`config.mk`:
```
export PLATFORM = sky130hd
export DESIGN_NAME = clk_switch_ctrl
export DESIGN_NICKNAME = d
export VERILOG_FILES = /design/src/rtl/clk_sw_pkg.sv /design/src/rtl/clk_sw_rr_arb.sv /design/src/rtl/clk_switch_ctrl.sv
export SDC_FILE = /design/constraint.sdc
export NUM_CORES = 1
export LEC_CHECK = 0
export BUFFER_PORTS_ARGS = -buffer_cell sky130_fd_sc_hd__buf_2
export CAP_MARGIN = 25
export CORE_MARGIN = 1
export CORE_UTILIZATION = 30
export DETAILED_ROUTE_END_ITERATION = 8
export PLACE_DENSITY = 0.54
export SYNTH_ARGS = -nofsm -noshare
export SYNTH_HDL_FRONTEND = slang
export SYNTH_SLANG_ARGS = --single-unit
```
`constraint.sdc`:
```
create_clock -name clk -period 3.6 [get_ports clk]
set_input_delay 0.36 -clock clk [delete_from_list [all_inputs] [get_ports clk]]
set_output_delay 0.36 -clock clk [all_outputs]
set_load 0.02 [all_outputs]
```
`src/rtl/clk_sw_pkg.sv`:
```
// clk_sw_pkg: shared FSM encodings, source constants and counter sizing for the clock switch controller
package clk_sw_pkg;
  typedef enum logic [1:0] {IDLE = 2'd0, SETTLE = 2'd1, ACK = 2'd2, DWELL = 2'd3} state_t;
  localparam logic SRC_A = 1'b1;
  localparam logic SRC_B = 1'b0;
  function automatic int cnt_width(input int a, input int b);
    return $clog2((a > b ? a : b) + 1);
  endfunction
endpackage

```
`src/rtl/clk_sw_rr_arb.sv`:
```
// clk_sw_rr_arb: combinational round-robin pick of the lowest requester at or after ptr, wrapping
module clk_sw_rr_arb #(
  parameter int N = 4,
  parameter int IW = $clog2(N)
) (
  input  logic [N-1:0]  req,
  input  logic [IW-1:0] ptr,
  output logic [N-1:0]  gnt,
  output logic [IW-1:0] idx,
  output logic          valid
);
  logic [IW-1:0] j;
  always_comb begin
    gnt = '0;
    idx = '0;
    valid = 1'b0;
    j = '0;
    for (int i = 0; i < N; i++) begin
      j = IW'((int'(ptr) + i) % N);
      if (!valid && req[j]) begin
        valid = 1'b1;
        idx = j;
        gnt[j] = 1'b1;
      end
    end
  end
endmodule

```
`src/rtl/clk_switch_ctrl.sv`:
```
// clk_switch_ctrl: arbitrates source-change requests, drives the glitch-free switch select,
// waits out the handover, acknowledges the winner and enforces a dwell before the next switch
module clk_switch_ctrl
  import clk_sw_pkg::*;
#(
  parameter int   NUM_REQ       = 4,
  parameter int   SETTLE_CYCLES = 8,
  parameter int   MIN_DWELL     = 4,
  parameter logic RST_SEL       = SRC_B
) (
  input  logic               clk,
  input  logic               rst,
  input  logic [NUM_REQ-1:0] req,
  input  logic [NUM_REQ-1:0] req_src,
  output logic [NUM_REQ-1:0] gnt,
  output logic               sel,
  output logic               cur_src,
  output logic               busy
);
  localparam int IW = $clog2(NUM_REQ);
  localparam int CW = cnt_width(SETTLE_CYCLES, MIN_DWELL);
  state_t state, nxt;
  logic [IW-1:0] ptr, idx_q, a_idx;
  logic [NUM_REQ-1:0] a_gnt, gnt_d;
  logic a_valid, tgt_c, tgt_q, sw_q;
  logic [CW-1:0] cnt;
  clk_sw_rr_arb #(.N(NUM_REQ), .IW(IW)) u_arb (
    .req(req), .ptr(ptr), .gnt(a_gnt), .idx(a_idx), .valid(a_valid)
  );
  assign tgt_c = req_src[a_idx];
  always_ff @(posedge clk) begin
    if (rst) state <= IDLE;
    else state <= nxt;
  end
  always_comb begin
    nxt = state;
    case (state)
      IDLE:    nxt = a_valid ? ((tgt_c != cur_src) ? SETTLE : ACK) : IDLE;
      SETTLE:  nxt = (cnt == '0) ? ACK : SETTLE;
      ACK:     nxt = (sw_q && MIN_DWELL > 0) ? DWELL : IDLE;
      default: nxt = (cnt == '0) ? IDLE : DWELL;
    endcase
  end
  // grant comes from the live pick on a same-source pass, else from the captured index
  always_comb begin
    gnt_d = (nxt == ACK) ? ((state == IDLE) ? a_gnt : NUM_REQ'(1) << idx_q) : '0;
  end
  always_ff @(posedge clk) begin
    if (rst) begin
      sel <= RST_SEL;
      cur_src <= RST_SEL;
      gnt <= '0;
      busy <= 1'b0;
      ptr <= '0;
      cnt <= '0;
      idx_q <= '0;
      tgt_q <= RST_SEL;
      sw_q <= 1'b0;
    end else begin
      gnt <= gnt_d;
      busy <= nxt != IDLE;
      if (state == IDLE && a_valid) begin
        idx_q <= a_idx;
        tgt_q <= tgt_c;
        sw_q <= tgt_c != cur_src;
        if (tgt_c != cur_src) begin
          sel <= tgt_c;
          cnt <= CW'(SETTLE_CYCLES - 1);
        end
      end
      if (state == SETTLE || state == DWELL) cnt <= (cnt == '0) ? '0 : cnt - 1'b1;
      if (state == SETTLE && cnt == '0) cur_src <= tgt_q;
      if (state == ACK) begin
        ptr <= (idx_q == IW'(NUM_REQ - 1)) ? '0 : idx_q + 1'b1;
        if (sw_q && MIN_DWELL > 0) cnt <= CW'(MIN_DWELL - 1);
      end
    end
  end
endmodule

```
==> results.cfg, run 1 <==
[timing]
fmax_mhz = 342
fin_setup_tns_ns = 0
hold_ws_ns = 0.445
drv_slew = 0
slew_headroom_pct = 58.3
grt_setup_unrepaired = no
hold_viol_final = 0
period_share_pct = 81.2
worst_slew_pin_slew_ns = 0.625
finClkSkew_ns = 0.00716
setup_viol_count_final = 0
period_needed_ns = 2.92
setup_slack_ns = 0.677

[synth]
synth.distinct_cells = 50
synth_ff_type = dfxtp_1
synth_top_family_by_area = compound AO/OA/AOI/OAI gates
syn_inst = 165
synth.mux.area_fraction_pct = 9.45
syn_area_um2 = 1390
yosys_warnings = 0
synth_nets = 183
synth-xor-area-share_pct = 2.43
async_flop_share_pct = 0
synth_fa_ha_area_share_pct = 7.20
synth_top_cell_by_area = dfxtp_1
synth-seq-area-share_pct = 27.4
ys_ff_latch = 19
synth_area_leaders = dfxtp_1, ha_1, nor2_1, mux2i_1, a22oi_1
yosys.area_share.simple_pct = 23.0
synth_compound_area_share_pct = 23.3
synth_area_per_cell_um2 = 8.42
synth_top_area_share_pct = 27.4
synth_edf_count = 0

[worst_hold_path]
min_path_type = input port to register

[final_layout]
final_util_pct = 34.6
final_area_um2 = 1530
diodes = 0
fill_cells = 461
drive_gt1_share_pct = 18.4
final_cells = 231
area_delta_synth_final_pct = 9.81
nNetsFinal = 198

[floorplanning]
start_util_pct = 31.5
fp.coreArea_um2 = 4410
ios = 17
die_w_um = 70.1
num_rows = 24
die_h_um = 70.1
die_area_um2 = 4910

[drt]
wl_um = 2960
drt_iter0_markers = 80
drc = 0
wire_per_inst_um = 12.8
ant_nets = 0
dr.pass1.iters = 4
viasPerCell = 5.32
vias = 1229

[placed_design]
place_worst_setup_slack_ns = 0.682
routabilityCongestion = 0.842
placedCellCount = 227
postPlaceCellArea_um2 = 1480
port_buffers = 16
dp_hpwl_um = 2180

[setup_path]
path_class = register to register
arrival_ns = 3.10
crit_path_start_kind = register
cp-end-kind = register
required_ns = 3.78
critPathMaxFanout = 10

[power]
power_mw = 1.29
p_seq_share_pct = 27.5
comb_power_share_pct = 61.1
p_sw_share_pct = 45.5
ir_drop_v = 0.000322
switchingPower_mw = 0.587
power_frac_clock_pct = 11.4
power.leakage_nw = 0.592
powerDensity_nw_per_um2 = 844
internal_power_mw = 0.702

[global_route]
grt_use_total_pct = 13.5
grt_pass1_wl_um = 5350
antenna_found_initial = 0
grt_pass1_vias = 1148
overflow = 0
grt_max_degree = 16

[clock_tree]
clkSlewWorstSetupHoldPaths_ns = 0.07
cts_resized = 0
root_buffer = clkbuf_8
cts_setup_buffers = 0
cts_hold_buf = 0
clk_latency_ns = 0.26
clock-sinks = 19
clock_path_buffers = 2
cts_tree = yes
htreeDepth = 1
cts_buffers = 3

[flow_run]
cap_violations = 0

[outcome]
status = finished clean
-- per-layer routing --
layer  wire length [µm]  vias to the layer above  track usage [%]
met3                102                        6             3.46
met2               1330                       24             20.0
met5                  0                        -                0
li1                   -                      629                -
met4                 30                        0             3.56
met1               1500                      570             19.2
-- cell usage in the layout, fill, tap and decap left out, types with 2 or more instances in the layout --
cell type,count
nor2_1,21
dfxtp_1,19
buf_2,16
nand2_1,15
a21oi_1,11
o21ai_0,8
a22oi_1,8
ha_1,8
mux2i_1,6
inv_1,5
nor2b_1,5
o211ai_1,5
nor3_1,5
nand3b_1,3
nand2b_1,3
clkbuf_8,3
buf_4,3
nor3b_1,2
a31oi_1,2
a211oi_1,2
-- sequential cells by signal, indices dropped and copies added, names as in the netlist --
signal	count
cnt	4
gnt	4
idx_q	2
ptr	2
state	2
busy	1
cur_src	1
sel	1
sw_q	1
tgt_q	1
-- final timing paths --
kind / start / end / slack (ns) / cells past startpoint
worst max-delay path: ptr[0]$_SDFFE_PP0N_ / cnt[0]$_SDFF_PP0_ / 0.68 / 10
worst min-delay path: rst / state[1]$_SDFF_PP0_ / 0.45 / 2
worst max register to register: ptr[0]$_SDFFE_PP0N_ / cnt[0]$_SDFF_PP0_ / 0.68 / 10
worst min register to register: tgt_q$_SDFFE_PP0P_ / tgt_q$_SDFFE_PP0P_ / 0.46 / 2
-- power by group through the flow --
| stage | Sequential, mW | Clock, mW | Combinational [mW] |
|---|---|---|---|
| detailed placement | 0.359 | 0 | 0.790 |
| global placement | 0.359 | 0 | 0.788 |
| CTS | 0.354 | 0.154 | 0.793 |
| finish | 0.354 | 0.147 | 0.788 |
| floorplan | 0.384 | 0 | 0.605 |
| global route | 0.374 | 0.166 | 0.899 |
-- layout make-up --
| cell class | instances | area [µm²] | share of cell area, % |
|---|---|---|---|
| clock inverters | 1 | 5.00 | 0.328 |
| repair buffers | 19 | 103 | 6.72 |
| multi-input cells | 131 | 910 | 59.6 |
| flip-flops and latches | 19 | 380 | 24.9 |
| well taps | 52 | 65.1 | 4.26 |
| inverters | 6 | 22.5 | 1.48 |
| clock buffers | 3 | 41.3 | 2.70 |
-- cell families (layout without fill, tap and decap cells) --
logic type	Yosys count	in the layout
muxes	9	9
xor gates and xnor gates	3	3
buffers and inverters	15	29
DFF	19	19
AOI/OAI and AO/OA	47	47
adders and majority gates	8	8
and+or+nand+nor	64	64
-- worst max-delay path, cell delays in order (launching register included) --
cell and delay, ns:
dfxtp_1 0.34, inv_2 0.08, ha_1 0.43, or3b_1 0.39, a2111o_1 0.41, nand3_1 0.19, o32a_2 0.24, mux2i_4 0.27
xnor2_2 0.18, a211oi_1 0.12, o31ai_1 0.21
-- synth_stat cells, types with 2 or more instances --
| library cell | n |
|---|---|
| a31oi_1 | 2 |
| nor3b_1 | 2 |
| nor2_1 | 21 |
| inv_1 | 5 |
| buf_2 | 2 |
| nand2_1 | 15 |
| dfxtp_1 | 19 |
| nor3_1 | 5 |
| buf_6 | 4 |
| a211oi_1 | 2 |
| nand3b_1 | 3 |
| mux2i_1 | 6 |
| ha_1 | 8 |
| nor2b_1 | 5 |
| a22oi_1 | 8 |
| a21oi_1 | 11 |
| o211ai_1 | 5 |
| o21ai_0 | 8 |
| nand2b_1 | 3 |
Note: power is estimated with default switching activity, not from simulation.
==> run 2, diff against run 1 <==
Settings changed: PLACE_DENSITY 0.54 to 0.55.
Clock period 3.6 ns to 2.5 ns, I/O delays scaled along.
==> run 2 against run 1 <==
- core utilization rose by 3.9 points
- combinational power rose by 64%
- clock power rose by 42%
- first-iteration DRC count is 6.3% lower
- largest power group unchanged
- count of clock-buffer cells in the layout increased by 1
- via count is 2.6% higher
==> results.cfg, run 2 (synthesis gave the netlist of run 1 again) <==
[global_route]
grt_max_degree = 16
grt_use_total_pct = 12.9
antenna_found_initial = 0
grtUsageMet1_pct = 18.5
grt.met2_usage_pct = 19.9
overflow = 0
grt_pass1_vias = 1102
grt_util_met3_pct = 3.03
grt_pass1_wl_um = 5150
grt_busiest_layer = met2

[power]
internal_power_mw = 1.15
p_seq_share_pct = 25.9
power_mw = 2.03
power.leakage_nw = 0.691
ir_drop_v = 0.000381
p_sw_share_pct = 43.3
switchingPower_mw = 0.879
powerDensity_nw_per_um2 = 1200
power_frac_clock_pct = 10.3
comb_power_share_pct = 63.8

[drt]
viasPerCell = 5.08
wire_per_inst_um = 12.4
drc = 0
dr.pass1.iters = 5
ant_nets = 0
vias = 1261
drt_iter0_markers = 75
wl_um = 3070

[timing]
hold_ws_ns = 0.332
grt_setup_unrepaired = yes
setup_viol_count_final = 0
period_needed_ns = 2.48
slew_headroom_pct = 58.4
worst_slew_pin_slew_ns = 0.621
period_share_pct = 99.3
drv_slew = 0
fin_setup_tns_ns = 0
hold_viol_final = 0
finClkSkew_ns = 0.00189
fmax_mhz = 403

[clock_tree]
cts_buffers = 3
clock-sinks = 19
clock_path_buffers = 2
root_buffer = clkbuf_8
cts_tree = yes
clkSlewWorstSetupHoldPaths_ns = 0.07
htreeDepth = 1
clk_latency_ns = 0.25

[setup_path]
path_class = register to register
path_buf_inv = 1
critical-path-slowest-cell = dfxtp_4
cp-end-kind = register
required_ns = 2.64
crit_path_start_kind = register
arrival_ns = 2.63
critPathMaxFanout = 5
cpPeakStageDelay_ns = 0.39
cp_cell_sequence = inv_6 > ha_4 > or3b_1 > a2111o_1 > nand3_2 > o32a_4 > mux2i_4 > xnor2_2 > and2_4 > nor3_1
critPathTopFamily = simple AND/OR/NAND/NOR gates

[floorplanning]
ios = 17
die_h_um = 70.1
die_area_um2 = 4910
die_w_um = 70.1
fp.coreArea_um2 = 4410
num_rows = 24
start_util_pct = 31.5

[final_layout]
fill_cells = 460
drive_gt1_share_pct = 28.1
area_delta_synth_final_pct = 22.1
final_util_pct = 38.4
final_cell_mix = nor2_1, buf_4, dfxtp_1
final_cells = 248
multi_input_area_um2 = 943
register_area_um2 = 385
reg.largest.list = cnt x4, gnt x4
final_common_cell = nor2_1
nNetsFinal = 215
diodes = 0

[placed_design]
dp_hpwl_um = 2270
routabilityCongestion = 0.784
port_buffers = 16
placedCellCount = 241

[outcome]
status = finished clean

[flow_run]
cap_violations = 0

[worst_hold_path]
min_path_type = input port to register
[run 2: path summary, 6_finish.rpt]
path / from / to / slack, ns / cells after the start
setup reg to reg: ptr[0]$_SDFFE_PP0N_ / gnt[1]$_SDFF_PP0_ / 0.02 / 10
setup / recovery: ptr[0]$_SDFFE_PP0N_ / gnt[1]$_SDFF_PP0_ / 0.02 / 10
hold reg to reg: tgt_q$_SDFFE_PP0P_ / tgt_q$_SDFFE_PP0P_ / 0.45 / 2
hold / removal: rst / state[1]$_SDFF_PP0_ / 0.33 / 2
[run 2: stage by stage]
stage,instance area [µm²],setup slack (ns)
finish,1700,0.0167
global route,1700,-0.109
CTS,1680,0.00137
detailed placement,1620,-0.0449
global placement,1620,-0.0165
floorplan,1440,-0.140
[run 2: final cells by class]
| class | count | share of cell area, % |
|---|---|---|
| Timing Repair Buffer | 36 | 13.6 |
| Multi-Input combinational cell | 131 | 55.6 |
| Tap cell | 52 | 3.83 |
| Sequential cell | 19 | 22.7 |
| Clock buffer | 4 | 2.65 |
| Inverter | 6 | 1.62 |
[run 2: worst register-to-register path, stage by stage, from the launching register on]
cell      delay (ns)
dfxtp_4         0.39
inv_6           0.04
ha_4            0.25
or3b_1          0.34
a2111o_1        0.38
nand3_2         0.09
o32a_4          0.17
mux2i_4         0.25
xnor2_2         0.18
and2_4          0.23
nor3_1          0.06
[run 2: metal layers]
metal	up-vias	wire, µm
met5	-	0
met4	0	16
met3	2	85
met2	23	1310
met1	573	1660
li1	663	-
[run 2: power groups by stage]
stage	clock network, mW	logic (mW)	registers [mW]
floorplan	0	0.913	0.556
global placement	0	1.27	0.529
detailed placement	0	1.27	0.530
CTS	0.220	1.30	0.522
global route	0.235	1.44	0.540
finish	0.209	1.29	0.526
[run 2: what timing repair did]
| item | in CTS | in global routing |
|---|---|---|
| hold buffers | 0 | 0 |
| buffers inserted | 2 | 1 |
| pin swaps | 2 | 0 |
| gates resized for setup | 1 | 1 |
| setup endpoints to repair | 9 | 11 |
